`src/rtl/flow_pm_pkg.sv`:
```
// Shared types, fixed-point constants and byte-order helpers for the
// per-flow packet manager.
package flow_pm_pkg;
    localparam int FRAC_BITS = 8;
    localparam int SIZE_W    = 11;
    localparam int ACC_W     = SIZE_W + FRAC_BITS + 1;

    typedef enum logic [1:0] {
        ST_IDLE      = 2'd0,
        ST_WAIT_FIFO = 2'd1,
        ST_ACK       = 2'd2
    } pm_state_e;

    // Reset constants are written MSB-first; the wire carries the low byte first.
    function automatic logic [47:0] bswap48(input logic [47:0] v);
        logic [47:0] r;
        for (int i = 0; i < 6; i++) r[8*i +: 8] = v[8*(5-i) +: 8];
        return r;
    endfunction

    function automatic logic [15:0] bswap16(input logic [15:0] v);
        return {v[7:0], v[15:8]};
    endfunction
endpackage

```
`src/rtl/pm_token_bucket.sv`:
```
// Fractional token accumulator that turns a Q8.8 byte rate into owed frames,
// with a saturating owed-frame counter and a saturating drop counter.
module pm_token_bucket
    import flow_pm_pkg::*;
#(
    parameter  int RATE_WIDTH  = 16,
    parameter  int MAX_PENDING = 8,
    localparam int PEND_W      = $clog2(MAX_PENDING + 1)
) (
    input  logic                  clk,
    input  logic                  rst,
    input  logic                  run,
    input  logic                  clr,
    input  logic                  dec,
    input  logic [RATE_WIDTH-1:0] rate,
    input  logic [SIZE_W-1:0]     size,
    output logic [PEND_W-1:0]     pending,
    output logic [15:0]           drop_count
);
    localparam int SUM_W = ACC_W + 1;

    logic [ACC_W-1:0]  r_acc;
    logic [PEND_W-1:0] r_pending;
    logic [15:0]       r_drops;

    logic [SIZE_W-1:0] w_size_eff;
    logic [SUM_W-1:0]  w_thr;
    logic [SUM_W-1:0]  w_sum;
    logic [SUM_W-1:0]  w_rem;
    logic [ACC_W-1:0]  w_acc_nxt;
    logic              w_gen;
    logic              w_dec;
    logic              w_full;
    logic              w_drop;

    always_comb begin
        w_size_eff = (size == '0) ? SIZE_W'(1) : size;
        w_thr      = SUM_W'(w_size_eff) << FRAC_BITS;
        w_sum      = SUM_W'(r_acc) + SUM_W'(rate);
        w_rem      = w_sum - w_thr;
        w_gen      = run && !clr && (w_sum >= w_thr);
        w_dec      = dec && (r_pending != '0);
        w_full     = (r_pending == PEND_W'(MAX_PENDING));
        w_drop     = w_gen && w_full && !w_dec;

        // Only one frame per cycle: a remainder still above threshold is thrown away.
        w_acc_nxt = r_acc;
        if (clr)
            w_acc_nxt = '0;
        else if (w_gen)
            w_acc_nxt = (w_rem >= w_thr) ? '0 : w_rem[ACC_W-1:0];
        else if (run)
            w_acc_nxt = w_sum[ACC_W-1:0];
    end

    always_ff @(posedge clk or posedge rst) begin
        if (rst) begin
            r_acc     <= '0;
            r_pending <= '0;
            r_drops   <= '0;
        end else begin
            r_acc <= w_acc_nxt;
            if (w_gen && !w_drop && !w_dec)
                r_pending <= r_pending + PEND_W'(1);
            else if (!w_gen && w_dec)
                r_pending <= r_pending - PEND_W'(1);
            if (w_drop && (r_drops != 16'hFFFF))
                r_drops <= r_drops + 16'd1;
        end
    end

    assign pending    = r_pending;
    assign drop_count = r_drops;
endmodule

```
`src/rtl/flow_packet_manager.sv`:
```
// Per-flow frame pacing and FIFO handshake controller; header configuration is
// shadowed and committed only between frames.
module flow_packet_manager
    import flow_pm_pkg::*;
#(
    parameter  int                    ID          = 0,
    parameter  int                    N_FLOWS     = 4,
    parameter  logic [SIZE_W-1:0]     DEF_SIZE    = 11'd64,
    parameter  int                    RATE_WIDTH  = 16,
    parameter  logic [RATE_WIDTH-1:0] DEF_RATE    = RATE_WIDTH'('h0100),
    parameter  int                    MAX_PENDING = 8,
    parameter  logic [7:0]            PAYLOAD     = 8'h1A,
    parameter  logic [47:0]           MAC_D       = 48'hBC9A78563412,
    parameter  logic [47:0]           MAC_S       = 48'h111111111111,
    parameter  logic [15:0]           ETHERTYPE   = 16'h0800,
    localparam int                    FLOW_WIDTH  = (N_FLOWS > 1) ? $clog2(N_FLOWS) : 1
) (
    input  logic                  clk,
    input  logic                  rst,
    input  logic                  run,
    output logic                  arb_request,
    input  logic                  arb_grant,
    output logic                  arb_ack,
    input  logic                  fifo_wr_ready,
    output logic                  fifo_wr_enable,
    input  logic                  cfg_en,
    input  logic [FLOW_WIDTH-1:0] cfg_id,
    input  logic [SIZE_W-1:0]     cfg_size,
    input  logic [RATE_WIDTH-1:0] cfg_rate,
    input  logic [31:0]           cfg_pkt_limit,
    input  logic [47:0]           cfg_d_mac,
    input  logic [47:0]           cfg_s_mac,
    input  logic [15:0]           cfg_ethertype,
    input  logic [7:0]            cfg_payload,
    output logic [SIZE_W-1:0]     size,
    output logic [47:0]           d_mac,
    output logic [47:0]           s_mac,
    output logic [15:0]           ethertype,
    output logic [7:0]            payload,
    output logic [31:0]           pkt_count,
    output logic [15:0]           drop_count,
    output logic                  done
);
    localparam int PEND_W = $clog2(MAX_PENDING + 1);

    pm_state_e             r_state;
    pm_state_e             w_state_nxt;
    logic                  r_wr_en;
    logic                  r_ack;
    logic                  w_wr_nxt;
    logic                  w_ack_nxt;
    logic [31:0]           r_pkt_count;
    logic                  r_done;

    logic [SIZE_W-1:0]     r_size,   r_sh_size;
    logic [RATE_WIDTH-1:0] r_rate,   r_sh_rate;
    logic [31:0]           r_limit,  r_sh_limit;
    logic [47:0]           r_d_mac,  r_sh_d_mac;
    logic [47:0]           r_s_mac,  r_sh_s_mac;
    logic [15:0]           r_eth,    r_sh_eth;
    logic [7:0]            r_pay,    r_sh_pay;
    logic                  r_dirty;

    logic                  w_hit;
    logic                  w_commit;
    logic                  w_req;
    logic                  w_dec;
    logic [PEND_W-1:0]     w_pending;

    assign w_hit    = cfg_en && (cfg_id == FLOW_WIDTH'(ID));
    assign w_req    = (r_state == ST_IDLE) && (w_pending != '0) && !r_done;
    assign w_dec    = (r_state == ST_ACK);
    // Commit only between frames; a write landing in that same cycle is taken directly.
    assign w_commit = (r_state == ST_IDLE) && !arb_grant && (r_dirty || w_hit);

    pm_token_bucket #(
        .RATE_WIDTH (RATE_WIDTH),
        .MAX_PENDING(MAX_PENDING)
    ) u_bucket (
        .clk       (clk),
        .rst       (rst),
        .run       (run && !r_done),
        .clr       (w_commit),
        .dec       (w_dec),
        .rate      (r_rate),
        .size      (r_size),
        .pending   (w_pending),
        .drop_count(drop_count)
    );

    always_comb begin
        w_state_nxt = r_state;
        w_wr_nxt    = 1'b0;
        w_ack_nxt   = 1'b0;
        case (r_state)
            ST_IDLE: begin
                if (arb_grant && w_req) w_state_nxt = ST_WAIT_FIFO;
            end
            ST_WAIT_FIFO: begin
                if (!arb_grant) begin
                    w_state_nxt = ST_IDLE;
                end else if (fifo_wr_ready) begin
                    w_state_nxt = ST_ACK;
                    w_wr_nxt    = 1'b1;
                end
            end
            ST_ACK: begin
                w_state_nxt = ST_IDLE;
                w_ack_nxt   = 1'b1;
            end
            default: w_state_nxt = ST_IDLE;
        endcase
    end

    always_ff @(posedge clk or posedge rst) begin
        if (rst) begin
            r_state <= ST_IDLE;
            r_wr_en <= 1'b0;
            r_ack   <= 1'b0;
        end else begin
            r_state <= w_state_nxt;
            r_wr_en <= w_wr_nxt;
            r_ack   <= w_ack_nxt;
        end
    end

    always_ff @(posedge clk or posedge rst) begin
        if (rst) begin
            r_pkt_count <= '0;
            r_done      <= 1'b0;
        end else if (w_commit) begin
            r_pkt_count <= '0;
            r_done      <= 1'b0;
        end else if (w_dec) begin
            r_pkt_count <= r_pkt_count + 32'd1;
            if ((r_limit != '0) && (r_pkt_count + 32'd1 == r_limit))
                r_done <= 1'b1;
        end
    end

    always_ff @(posedge clk or posedge rst) begin
        if (rst) begin
            r_sh_size  <= DEF_SIZE;
            r_sh_rate  <= DEF_RATE;
            r_sh_limit <= '0;
            r_sh_d_mac <= bswap48(MAC_D);
            r_sh_s_mac <= bswap48(MAC_S);
            r_sh_eth   <= bswap16(ETHERTYPE);
            r_sh_pay   <= PAYLOAD;
            r_dirty    <= 1'b0;
        end else begin
            if (w_hit) begin
                r_sh_size  <= cfg_size;
                r_sh_rate  <= cfg_rate;
                r_sh_limit <= cfg_pkt_limit;
                r_sh_d_mac <= cfg_d_mac;
                r_sh_s_mac <= cfg_s_mac;
                r_sh_eth   <= cfg_ethertype;
                r_sh_pay   <= cfg_payload;
            end
            if (w_commit)
                r_dirty <= 1'b0;
            else if (w_hit)
                r_dirty <= 1'b1;
        end
    end

    always_ff @(posedge clk or posedge rst) begin
        if (rst) begin
            r_size  <= DEF_SIZE;
            r_rate  <= DEF_RATE;
            r_limit <= '0;
            r_d_mac <= bswap48(MAC_D);
            r_s_mac <= bswap48(MAC_S);
            r_eth   <= bswap16(ETHERTYPE);
            r_pay   <= PAYLOAD;
        end else if (w_commit) begin
            r_size  <= w_hit ? cfg_size      : r_sh_size;
            r_rate  <= w_hit ? cfg_rate      : r_sh_rate;
            r_limit <= w_hit ? cfg_pkt_limit : r_sh_limit;
            r_d_mac <= w_hit ? cfg_d_mac     : r_sh_d_mac;
            r_s_mac <= w_hit ? cfg_s_mac     : r_sh_s_mac;
            r_eth   <= w_hit ? cfg_ethertype : r_sh_eth;
            r_pay   <= w_hit ? cfg_payload   : r_sh_pay;
        end
    end

    assign arb_request    = w_req;
    assign arb_ack        = r_ack;
    assign fifo_wr_enable = r_wr_en;
    assign pkt_count      = r_pkt_count;
    assign done           = r_done;
    assign size           = r_size;
    assign d_mac          = r_d_mac;
    assign s_mac          = r_s_mac;
    assign ethertype      = r_eth;
    assign payload        = r_pay;
endmodule

```
`config.mk`:
```
export PLATFORM = sky130hd
export DESIGN_NAME = flow_packet_manager
export DESIGN_NICKNAME = d
export VERILOG_FILES = /design/src/rtl/flow_pm_pkg.sv /design/src/rtl/pm_token_bucket.sv /design/src/rtl/flow_packet_manager.sv
export SDC_FILE = /design/constraint.sdc
export NUM_CORES = 1
export LEC_CHECK = 0
export BUFFER_PORTS_ARGS = -buffer_cell sky130_fd_sc_hd__buf_2
export CORE_MARGIN = 4
export CORE_UTILIZATION = 61
export DETAILED_ROUTE_END_ITERATION = 16
export PLACE_DENSITY_LB_ADDON = 0.3
export SYNTH_ARGS = -nofsm -noshare
export SYNTH_HDL_FRONTEND = slang
export SYNTH_HIERARCHICAL = 1
export SYNTH_SLANG_ARGS = --single-unit
export TNS_END_PERCENT = 5
```
`constraint.sdc`:
```
create_clock -name clk -period 26.4 [get_ports clk]
set_input_delay 1.32 -clock clk [delete_from_list [all_inputs] [get_ports clk]]
set_output_delay 1.32 -clock clk [all_outputs]
set_load 0.05 [all_outputs]
```
Word level (Yosys, flattened, before mapping)
Index checks and enable logic that the tools add are counted.
{"block": "totals", "elab_cells": 103, "inputBits": 187, "reg_bits": 436}
{"block": "op_classes", "eq_ne": 7, "reduce_logical": 36, "addsub": 6, "n_mux": 29, "order_cmp": 2}
{"operator": "32-bit 2-to-1 mux", "n": 3}
{"operator": "48-bit 2-to-1 mux", "n": 2}
{"operator": "20-bit 2-to-1 mux", "n": 4}
{"operator": "21-bit by 19-bit >= comparator with 1-bit output", "n": 2}
{"operator": "32-bit by 1-bit adder with 32-bit output, second input constant", "n": 1}
{"operator": "32-bit equality test", "n": 1}
{"operator": "16-bit 2-to-1 mux", "n": 2}
{"operator": "32-bit nonzero test", "n": 1}
{"operator": "11-bit 2-to-1 mux", "n": 2}
{"operator": "20-bit by 16-bit adder with 21-bit output", "n": 1}
{"operator": "21-bit by 19-bit subtractor with 21-bit output", "n": 1}
{"operator": "1-bit logical AND", "n": 17}
{"operator": "16-bit by 1-bit adder with 16-bit output, second input constant", "n": 1}
{"operator": "16-bit inequality test, second input constant", "n": 1}
{"operator": "11-bit logical NOT", "n": 1}
{"operator": "1-bit 2-to-1 mux", "n": 9}
{"operator": "4-bit 2-to-1 mux", "n": 2}
{"operator": "8-bit 2-to-1 mux", "n": 1}
{"operator": "2-bit nonzero test", "n": 4}
{"operator": "1-bit logical NOT", "n": 6}
{"operator": "2-bit 2-to-1 mux", "n": 3}
{"operator": "4-bit by 1-bit adder with 4-bit output, second input constant", "n": 1}
{"operator": "4-bit equality test, second input constant", "n": 1}
{"operator": "2-bit logical NOT", "n": 2}
{"operator": "other kinds (10)", "n": 11}

Depth between registers and ports, before layout
Gate-level depths: netlist of the first run.
{"block": "depth", "depth_word": 13, "depth_mapped": 26, "mapped_depth_nobuf": 24}

Modules after synthesis
Netlist of the first run, hierarchy kept.
{"module": "flow_packet_manager", "cells_each": 1137, "instances": 1, "seq_area_each_um2": 10009.6, "area_each_um2": 16275.6}
{"module": "pm_token_bucket", "cells_each": 461, "instances": 1, "seq_area_each_um2": 1001.0, "area_each_um2": 3991.3}

Worst setup path before layout of the first run
Ideal clock, no wire load.
{"block": "synth_path", "kind": "register to register", "startpoint": "register r_rate[5]", "endpoint": "register u_bucket.r_acc[16]", "path_buffers": 3, "setup_ns": 0.078, "path_slack_ns": 21.078, "path_stages_with_launch": 26, "synth_period_minus_slack_ns": 5.322, "arrival_time_ns": 5.244, "cell_sequence": "dfrtp_1 ha_1 clkbuf_1 a2111o_1 a31oi_1 a21oi_1 a21o_1 a21oi_1 xnor2_1 ha_1 nor2b_1 o31a_1 o21a_1 nor2_1 o21bai_1 a21oi_1 xnor2_1 ha_1 nor2b_1 a2111oi_0 nand3b_1 o21ai_0 and3_1 clkbuf_1 clkbuf_1 o2bb2ai_1"}
{"block": "synth_between", "elab_chain_len": 6}
{"element": "from (decl)", "line_no": "flow_packet_manager.sv:56", "text": "logic [RATE_WIDTH-1:0] r_rate, r_sh_rate;"}
{"element": "from (signal assigned)", "line_no": "flow_packet_manager.sv:179", "text": "r_rate <= w_hit ? cfg_rate : r_sh_rate;"}
{"element": "20-bit by 16-bit adder with 21-bit output *", "line_no": "pm_token_bucket.sv:39", "text": "w_sum = SUM_W'(r_acc) + SUM_W'(rate);"}
{"element": "21-bit by 19-bit subtractor with 21-bit output", "line_no": "pm_token_bucket.sv:40", "text": "w_rem = w_sum - w_thr;"}
{"element": "21-bit by 19-bit >= comparator with 1-bit output", "line_no": "pm_token_bucket.sv:51", "text": "w_acc_nxt = (w_rem >= w_thr) ? '0 : w_rem[ACC_W-1:0];"}
{"element": "20-bit 2-to-1 mux", "line_no": "pm_token_bucket.sv:51"}
{"element": "20-bit 2-to-1 mux", "line_no": "pm_token_bucket.sv:50", "text": "else if (w_gen)"}
{"element": "20-bit 2-to-1 mux", "line_no": "pm_token_bucket.sv:48", "text": "if (clr)"}
{"element": "to (signal assigned)", "line_no": "pm_token_bucket.sv:62", "text": "r_acc <= w_acc_nxt;"}
{"element": "to (decl)", "line_no": "pm_token_bucket.sv:22", "text": "logic [ACC_W-1:0] r_acc;"}
Mark *: on every way between the ends. The rest lies on a longest branch, timed or not. The select of a mux whose other input is x is not followed.
A chain may end at the register's enable or synchronous reset.

Final worst setup path of the first run
{"block": "layout_path", "startpoint": "register r_rate[6]", "endpoint": "register u_bucket.r_acc[18]"}
Same word-level chain as after synthesis.

==> flow_metrics.env, run 1 <==
export IMPL_result_of_the_run="complete, no violations"
export IMPL_worst_min_delay_path_category="reg -> reg"
export IMPL_initial_core_util_pct=62.1
export IMPL_regToRegStartpoint="r_rate[6]"
export IMPL_synth_top_cell_area_share_pct=44.0
export IMPL_tritoncts_num_sinks=436
export IMPL_worst_slew_pin_slew_ns=1.21
export IMPL_post_synth_inst_count=1598
export IMPL_pwr_share_comb_pct=49.4
export IMPL_number_of_port_buffers=369
export IMPL_first_pass_grt_wire_length_um=81000
export IMPL_clock_power_share_pct=19.1
export IMPL_number_of_flops_mapped_to_enable_cells_by_yosys=0
export IMPL_timing_critical_path_fanout_max=15
export IMPL_ff_to_ff_path_depth=21
export IMPL_die_area_um2=36200
export IMPL_fin_worst_hold_slack_ns=0.488
export IMPL_drt_pass1_iter_count=5
export IMPL_critPathLaunchType="flop"
export IMPL_drt_first_iter_violations=920
export IMPL_detail_route_antenna_nets=0
export IMPL_drc=0
export IMPL_final_hold_viol_count=0
export IMPL_drt_wirelength_per_cell_um=21.0
export IMPL_hold_path_end="u_bucket/drop_count[12]"
export IMPL_synth_largest_area_cell="dfrtp_1"
export IMPL_tritoncts="yes"
export IMPL_htree_levels=2
export IMPL_antenna_violations_before_repair=22
export IMPL_final_worst_path_cycle_share_pct=23.1
export IMPL_most_repeated_cell_in_the_gate_level_netlist_after_synthesis="mux2_2"
export IMPL_setup_viol=0
export IMPL_area_growth_pct=18.5
export IMPL_sequentialPowerShare_pct=31.5
export IMPL_die_w_um=190
export IMPL_detail_route_vias_per_cell=5.89
export IMPL_timing_max_slew_rel_slack_pct=18.6
export IMPL_yosys_warnings=6
export IMPL_slew_viol_final=0
export IMPL_worst_skew_pair_late_latency_ns=0.56
export IMPL_yosys_register_bits=436
export IMPL_static_leakage_power_uw=0.0111
export IMPL_globalRoute_totalOverflow=0
export IMPL_cts_post_setup_buffers_inserted=0
export IMPL_worst_hold_startpoint="u_bucket/drop_count[12]"
export IMPL_reg2reg_setup_slack_ns=20.29
export IMPL_hold_critical_path_depth=1
export IMPL_finClkSkew_ns=0.0161
export IMPL_fp_coreArea_um2=32600
export IMPL_number_of_global_route_vias_before_repair=15003
export IMPL_end_of_the_worst_register_to_register_path="u_bucket/r_acc[18]"
export IMPL_dp_hpwl_um=35800
export IMPL_async_reset_ff_share_pct=100
export IMPL_setup_ws_ns=20.29
export IMPL_crit_required_ns=26.88
export IMPL_post_synth_main_area_contributors="dfrtp_1 (44%), mux2_2 (20%), dfstp_2 (10%)"
export IMPL_dominantRegCellSynth="dfrtp_1"
export IMPL_ctsRootBufferMaster="clkbuf_16"
export IMPL_critical_path_endpoint_type="flop"
export IMPL_cell_internal_pwr_uw=1890
export IMPL_crit_type="reg -> reg"
export IMPL_setup_total_negative_slack_ns=0
export IMPL_avgSynthCellArea_um2=12.7
export IMPL_count_of_different_cell_masters_after_synthesis=82
export IMPL_route_vias_total=14353
export IMPL_post_route_cells_drive_above_1_share_pct=46.4
export IMPL_rsz_0062_raised_after_global_routing="false"
export IMPL_post_cts_resize_count=0
export IMPL_clock_tree_buffer_depth=3
export IMPL_drv_cap=0
export IMPL_hold_buffers=0
export IMPL_syn_cell_area_um2=20300
export IMPL_die_h_um=190
export IMPL_tritoncts_num_buffers=45
export IMPL_vdd_ir_drop_worst_mv=0.0977
export IMPL_fin_nets=2177
export IMPL_finalCriticalPeriod_ns=6.11
export IMPL_net_switching_fraction_of_the_power_pct=43.3
export IMPL_place_gp_congestion=0.883
export IMPL_timing_critical_path_arrival_ns=6.59
export IMPL_path_clk_slew_ns=0.06
export IMPL_track_usage_pct=28.0
export IMPL_fmax_ghz=0.164
export IMPL_yosysSeqAreaShare_pct=54.3
export IMPL_wl_um=51100
export IMPL_post_layout_total_power_uw=3330
export IMPL_power_density_cell_area_nw_per_um2=139
export IMPL_synth_fp_nets=1830
export IMPL_maximum_number_of_pins_on_one_net_before_global_route_repair=187
export IMPL_synth_top_cells_by_count="mux2_2 (359), dfrtp_1 (356), dfstp_2 (80)"
export IMPL_pre_cts_slack_ns=20.39
export IMPL_rows=66
export IMPL_io_pins=370
export IMPL_switching_power_uw=1440
==> power groups by stage <==
stage	Combinational, µW	Clock [µW]	Sequential, µW
CTS	1640	649	1050
floorplan	890	0	1390
global route	1770	681	1070
finish	1650	638	1050
global placement	1600	0	1040
detailed placement	1630	0	1050
==> sequential cells by signal, indices dropped and copies added, names as in the netlist, 20 cells and up <==
signal / flops
d_mac: 48
r_sh_d_mac: 48
u_bucket/r_acc: 20
pkt_count: 32
r_sh_limit: 32
r_sh_s_mac: 48
s_mac: 48
r_limit: 32
==> worst max-delay path: stages (launching register included) <==
cell and delay, ns:
dfrtp_1 0.38, ha_1 0.45, a2111oi_4 0.42, o21ai_0 0.22, a31oi_1 0.34, xor2_1 0.31
inv_1 0.12, ha_1 0.33, nor2b_1 0.15, o31a_1 0.27, o31a_1 0.29, o21ai_0 0.15
nand2b_1 0.12, xor2_1 0.21, ha_1 0.28, a21oi_1 0.15, nor2b_1 0.06, a2111oi_0 0.53
nand3b_1 0.12, o21ai_0 0.21, and3_1 0.65, a32o_1 0.28
==> layer usage <==
metal  vias to the layer above  wire length [µm]  track usage [%]  share of wire, %
li1                       6526                 -                -                 -
met5                         -               103                0              0.20
met4                        16              2150             11.5               4.2
met1                      7121             19900             35.0                39
met2                       553             24500             45.1                48
met3                       137              4480             9.43               8.8
==> per-stage QoR <==
| stage | area [µm²] | utilization [%] | instances |
|---|---|---|---|
| final | 24000 | 73.6 | 2436 |
| after global routing | 24000 | 73.6 | 2435 |
| after CTS | 24000 | 73.5 | 2422 |
| after detailed placement | 22500 | 68.9 | 2340 |
| after global placement | 22500 | 68.9 | 2340 |
| after floorplan | 20300 | - | 1598 |
==> placed cells by master (no fill, tap or decap), types with 43 or more instances in the layout <==
cell type    n
buf_2      369
mux2_2     359
dfrtp_1    356
dfstp_2     80
o21ai_0     62
nor2_1      54
nand3_1     46
clkbuf_16   46
inv_1       44
a21oi_1     43
xnor2_1     43
==> worst max-delay path by stage <==
stage | startpoint | end | cells past startpoint
2_1_floorplan | rst | arb_ack | 1
3_3_place_gp | r_rate[6] | u_bucket/r_acc[18] | 21
3_5_place_dp | r_rate[6] | u_bucket/r_acc[18] | 21
4_1_cts | r_rate[6] | u_bucket/r_acc[18] | 21
5_1_grt | r_rate[6] | u_bucket/r_acc[18] | 21
6_report | r_rate[6] | u_bucket/r_acc[18] | 21
==> logic make-up (layout without fill, tap and decap cells) <==
logic type                 count (synthesis)  count (layout)  share of synthesized area, %
adders and majority gates                 45              45                          2.89
other                                      0              14                             0
DFF                                      436             436                          54.3
AOI/OAI and AO/OA                        245             245                          8.32
buffers and inverters                    132             514                          2.62
muxes                                    361             361                          20.0
xor gates and xnor gates                  79              79                          3.49
and+or+nand+nor                          300             300                          8.31
==> area by class of cell <==
type,instances,area [µm²]
flip-flops and latches,436,11000
multi-input cells,1030,8750
fillers,2156,8600
repair buffers,387,1990
clock buffers,70,1330
well taps,442,553
inverters,45,176
clock inverters,12,168
diodes,14,35.0
Note: power is estimated with default switching activity, not from simulation.
==> inputs of run 2 (changes only) <==
--- a/config.mk
+++ b/config.mk
@@ -7,7 +7,7 @@
 export LEC_CHECK = 0
 export BUFFER_PORTS_ARGS = -buffer_cell sky130_fd_sc_hd__buf_2
 export CORE_MARGIN = 4
-export CORE_UTILIZATION = 61
+export CORE_UTILIZATION = 56
 export DETAILED_ROUTE_END_ITERATION = 16
 export PLACE_DENSITY_LB_ADDON = 0.3
 export SYNTH_ARGS = -nofsm -noshare
==> constraint.sdc (replaced) <==
create_clock -name clk -period 5.9 [get_ports clk]
set_input_delay 0.295 -clock clk [delete_from_list [all_inputs] [get_ports clk]]
set_output_delay 0.295 -clock clk [all_outputs]
set_load 0.05 [all_outputs]
==> run 2 against run 1 <==
Net effect: non-clock buffer count is 180 higher; core utilization is 0.64 points lower; total power rose to 4.7 times the previous value; sequential share of layout area is 3.5 points lower; combinational power grew to 4.7 times the previous value; design area is 8.4% higher; first-iteration DRC count rose by 1.4%; critical path depth grew 2; critical endpoint is now u_bucket/r_acc[6]; largest cell class unchanged; largest power group unchanged.
==> flow_metrics.env, run 2 (synthesis gave the netlist of run 1 again) <==
export IMPL_crit_type="reg -> reg"
export IMPL_final_hold_viol_count=0
export IMPL_drt_first_iter_violations=933
export IMPL_timing_critical_path_mode_cell="ha_1"
export IMPL_drv_cap=0
export IMPL_finClkSkew_ns=0.0110
export IMPL_finalCriticalPeriod_ns=5.51
export IMPL_cp_num_buf_inv=1
export IMPL_met3_usage_pct=7.42
export IMPL_postLayoutCoreUtil_pct=73.0
export IMPL_groute_layer_met2_usage_pct=49.1
export IMPL_first_pass_grt_wire_length_um=89000
export IMPL_setup_viol=0
export IMPL_crit_chain="ha_1 -> a2111o_1 -> a31oi_1 -> a21oi_2 -> a21o_1 -> a21oi_1 -> xnor2_1 -> ha_1 -> nor2b_1 -> o31a_1 -> o21a_1 -> nor2_1 -> o21bai_1 -> a21oi_1 -> xnor2_1 -> ha_1 -> nor2b_1 -> a2111oi_2 -> nand3b_1 -> o21ai_0 -> and3_1 -> buf_4 -> a21o_1"
export IMPL_tritoncts_num_sinks=436
export IMPL_route_vias_total=15116
export IMPL_antenna_violations_before_repair=5
export IMPL_die_area_um2=39300
export IMPL_place_gp_congestion=0.901
export IMPL_io_pins=370
export IMPL_dp_hpwl_um=34800
export IMPL_crit_path_max_incr_delay_ns=0.45
export IMPL_maximum_number_of_pins_on_one_net_before_global_route_repair=186
export IMPL_drt_wirelength_per_cell_um=21.5
export IMPL_number_of_global_route_vias_before_repair=16216
export IMPL_critical_path_top_delay_family="compound AO/OA/AOI/OAI gates"
export IMPL_num_fill_cells=2240
export IMPL_critPathLaunchType="flop"
export IMPL_placed_cell_area_um2=22600
export IMPL_worst_skew_pair_late_latency_ns=0.58
export IMPL_timing_max_slew_rel_slack_pct=11.1
export IMPL_fin_nets=2359
export IMPL_power_density_cell_area_nw_per_um2=600
export IMPL_worst_min_delay_path_category="in -> reg"
export IMPL_fmax_ghz=0.181
export IMPL_mostFrequentLayoutCells="buf_2 (369), mux2_2 (359), dfrtp_1 (356)"
export IMPL_fin_worst_hold_slack_ns=0.0366
export IMPL_tritoncts="yes"
export IMPL_final_worst_path_cycle_share_pct=93.4
export IMPL_post_layout_total_power_uw=15600
export IMPL_initial_core_util_pct=56.8
export IMPL_track_usage_pct=28.3
export IMPL_drt_pass1_iter_count=5
export IMPL_static_leakage_power_uw=0.0119
export IMPL_tritoncts_num_buffers=47
export IMPL_htree_levels=2
export IMPL_fp_coreArea_um2=35700
export IMPL_result_of_the_run="complete, no violations"
export IMPL_detail_route_vias_per_cell=5.75
export IMPL_post_route_cells_drive_above_1_share_pct=43.4
export IMPL_drc=0
export IMPL_die_h_um=198
export IMPL_vdd_ir_drop_worst_mv=0.471
export IMPL_wl_um=56600
export IMPL_use_met1_pct=34.7
export IMPL_path_clk_slew_ns=0.05
export IMPL_most_frequent_standard_cell_in_the_layout_excluding_fill_and_tap_cells="buf_2"
export IMPL_critical_path_endpoint_type="flop"
export IMPL_die_w_um=198
export IMPL_rows=69
export IMPL_ctsRootBufferMaster="clkbuf_16"
export IMPL_detail_route_antenna_nets=0
export IMPL_crit_required_ns=6.41
export IMPL_worst_slew_pin_slew_ns=1.33
export IMPL_rsz_0062_raised_after_global_routing="false"
export IMPL_globalRoute_totalOverflow=0
export IMPL_slew_viol_final=0
export IMPL_worst_path_max_delay_cell="a2111o_1"
export IMPL_area_growth_pct=28.4
export IMPL_clock_tree_buffer_depth=3
export IMPL_global_route_peak_usage_layer="met2"
export IMPL_timing_critical_path_fanout_max=11
export IMPL_timing_critical_path_arrival_ns=6.02
export IMPL_number_of_port_buffers=369
export IMPL_setup_total_negative_slack_ns=0
export IMPL_design_area_um2=26000
[run 2: layout make-up]
type	instances	area, µm²	area share [%]
diodes	4	10.0	0.0385
clock buffers	68	1410	5.41
clock inverters	18	254	0.976
inverters	45	173	0.663
multi-input cells	1030	8770	33.7
flip-flops and latches	436	11000	42.3
well taps	461	577	2.22
repair buffers	567	3820	14.7
[run 2: final timing paths]
check	slack (ns)	startpoint	cells past startpoint	endpoint
max	0.39	r_rate[5]	23	u_bucket/r_acc[6]
min	0.04	fifo_wr_ready	2	fifo_wr_enable
max reg2reg	0.39	r_rate[5]	23	u_bucket/r_acc[6]
min reg2reg	0.49	u_bucket/drop_count[6]	1	u_bucket/drop_count[6]
max in group asynchronous	3.94	rst	5	d_mac[15]
min in group asynchronous	0.35	rst	3	r_sh_rate[9]
[run 2: metal layers]
| metal | vias up | routed length [µm] |
|---|---|---|
| met3 | 118 | 4140 |
| met1 | 7560 | 22100 |
| li1 | 6880 | - |
| met4 | 2 | 1720 |
| met2 | 556 | 28700 |
| met5 | - | 7 |
[run 2: what timing repair did]
item / CTS / global route
endpoints found under the setup margin: 0 / 20
gates resized for setup: 0 / 9
hold buffers: 175 / 0
endpoints found under the hold margin: 236 / 0
buffers inserted: 0 / 1
[run 2: through the flow]
step                std cells  worst slack [ns]
floorplan                1598             0.340
global placement         2363             0.336
detailed placement       2363             0.104
CTS                      2624            0.0768
global route             2629            0.0489
finish                   2629             0.388
[run 2: where the power goes]
part	internal, µW	total [µW]	switching, µW
Sequential	4080	4750	678
Clock	1920	3160	1240
Combinational	2860	7690	4830
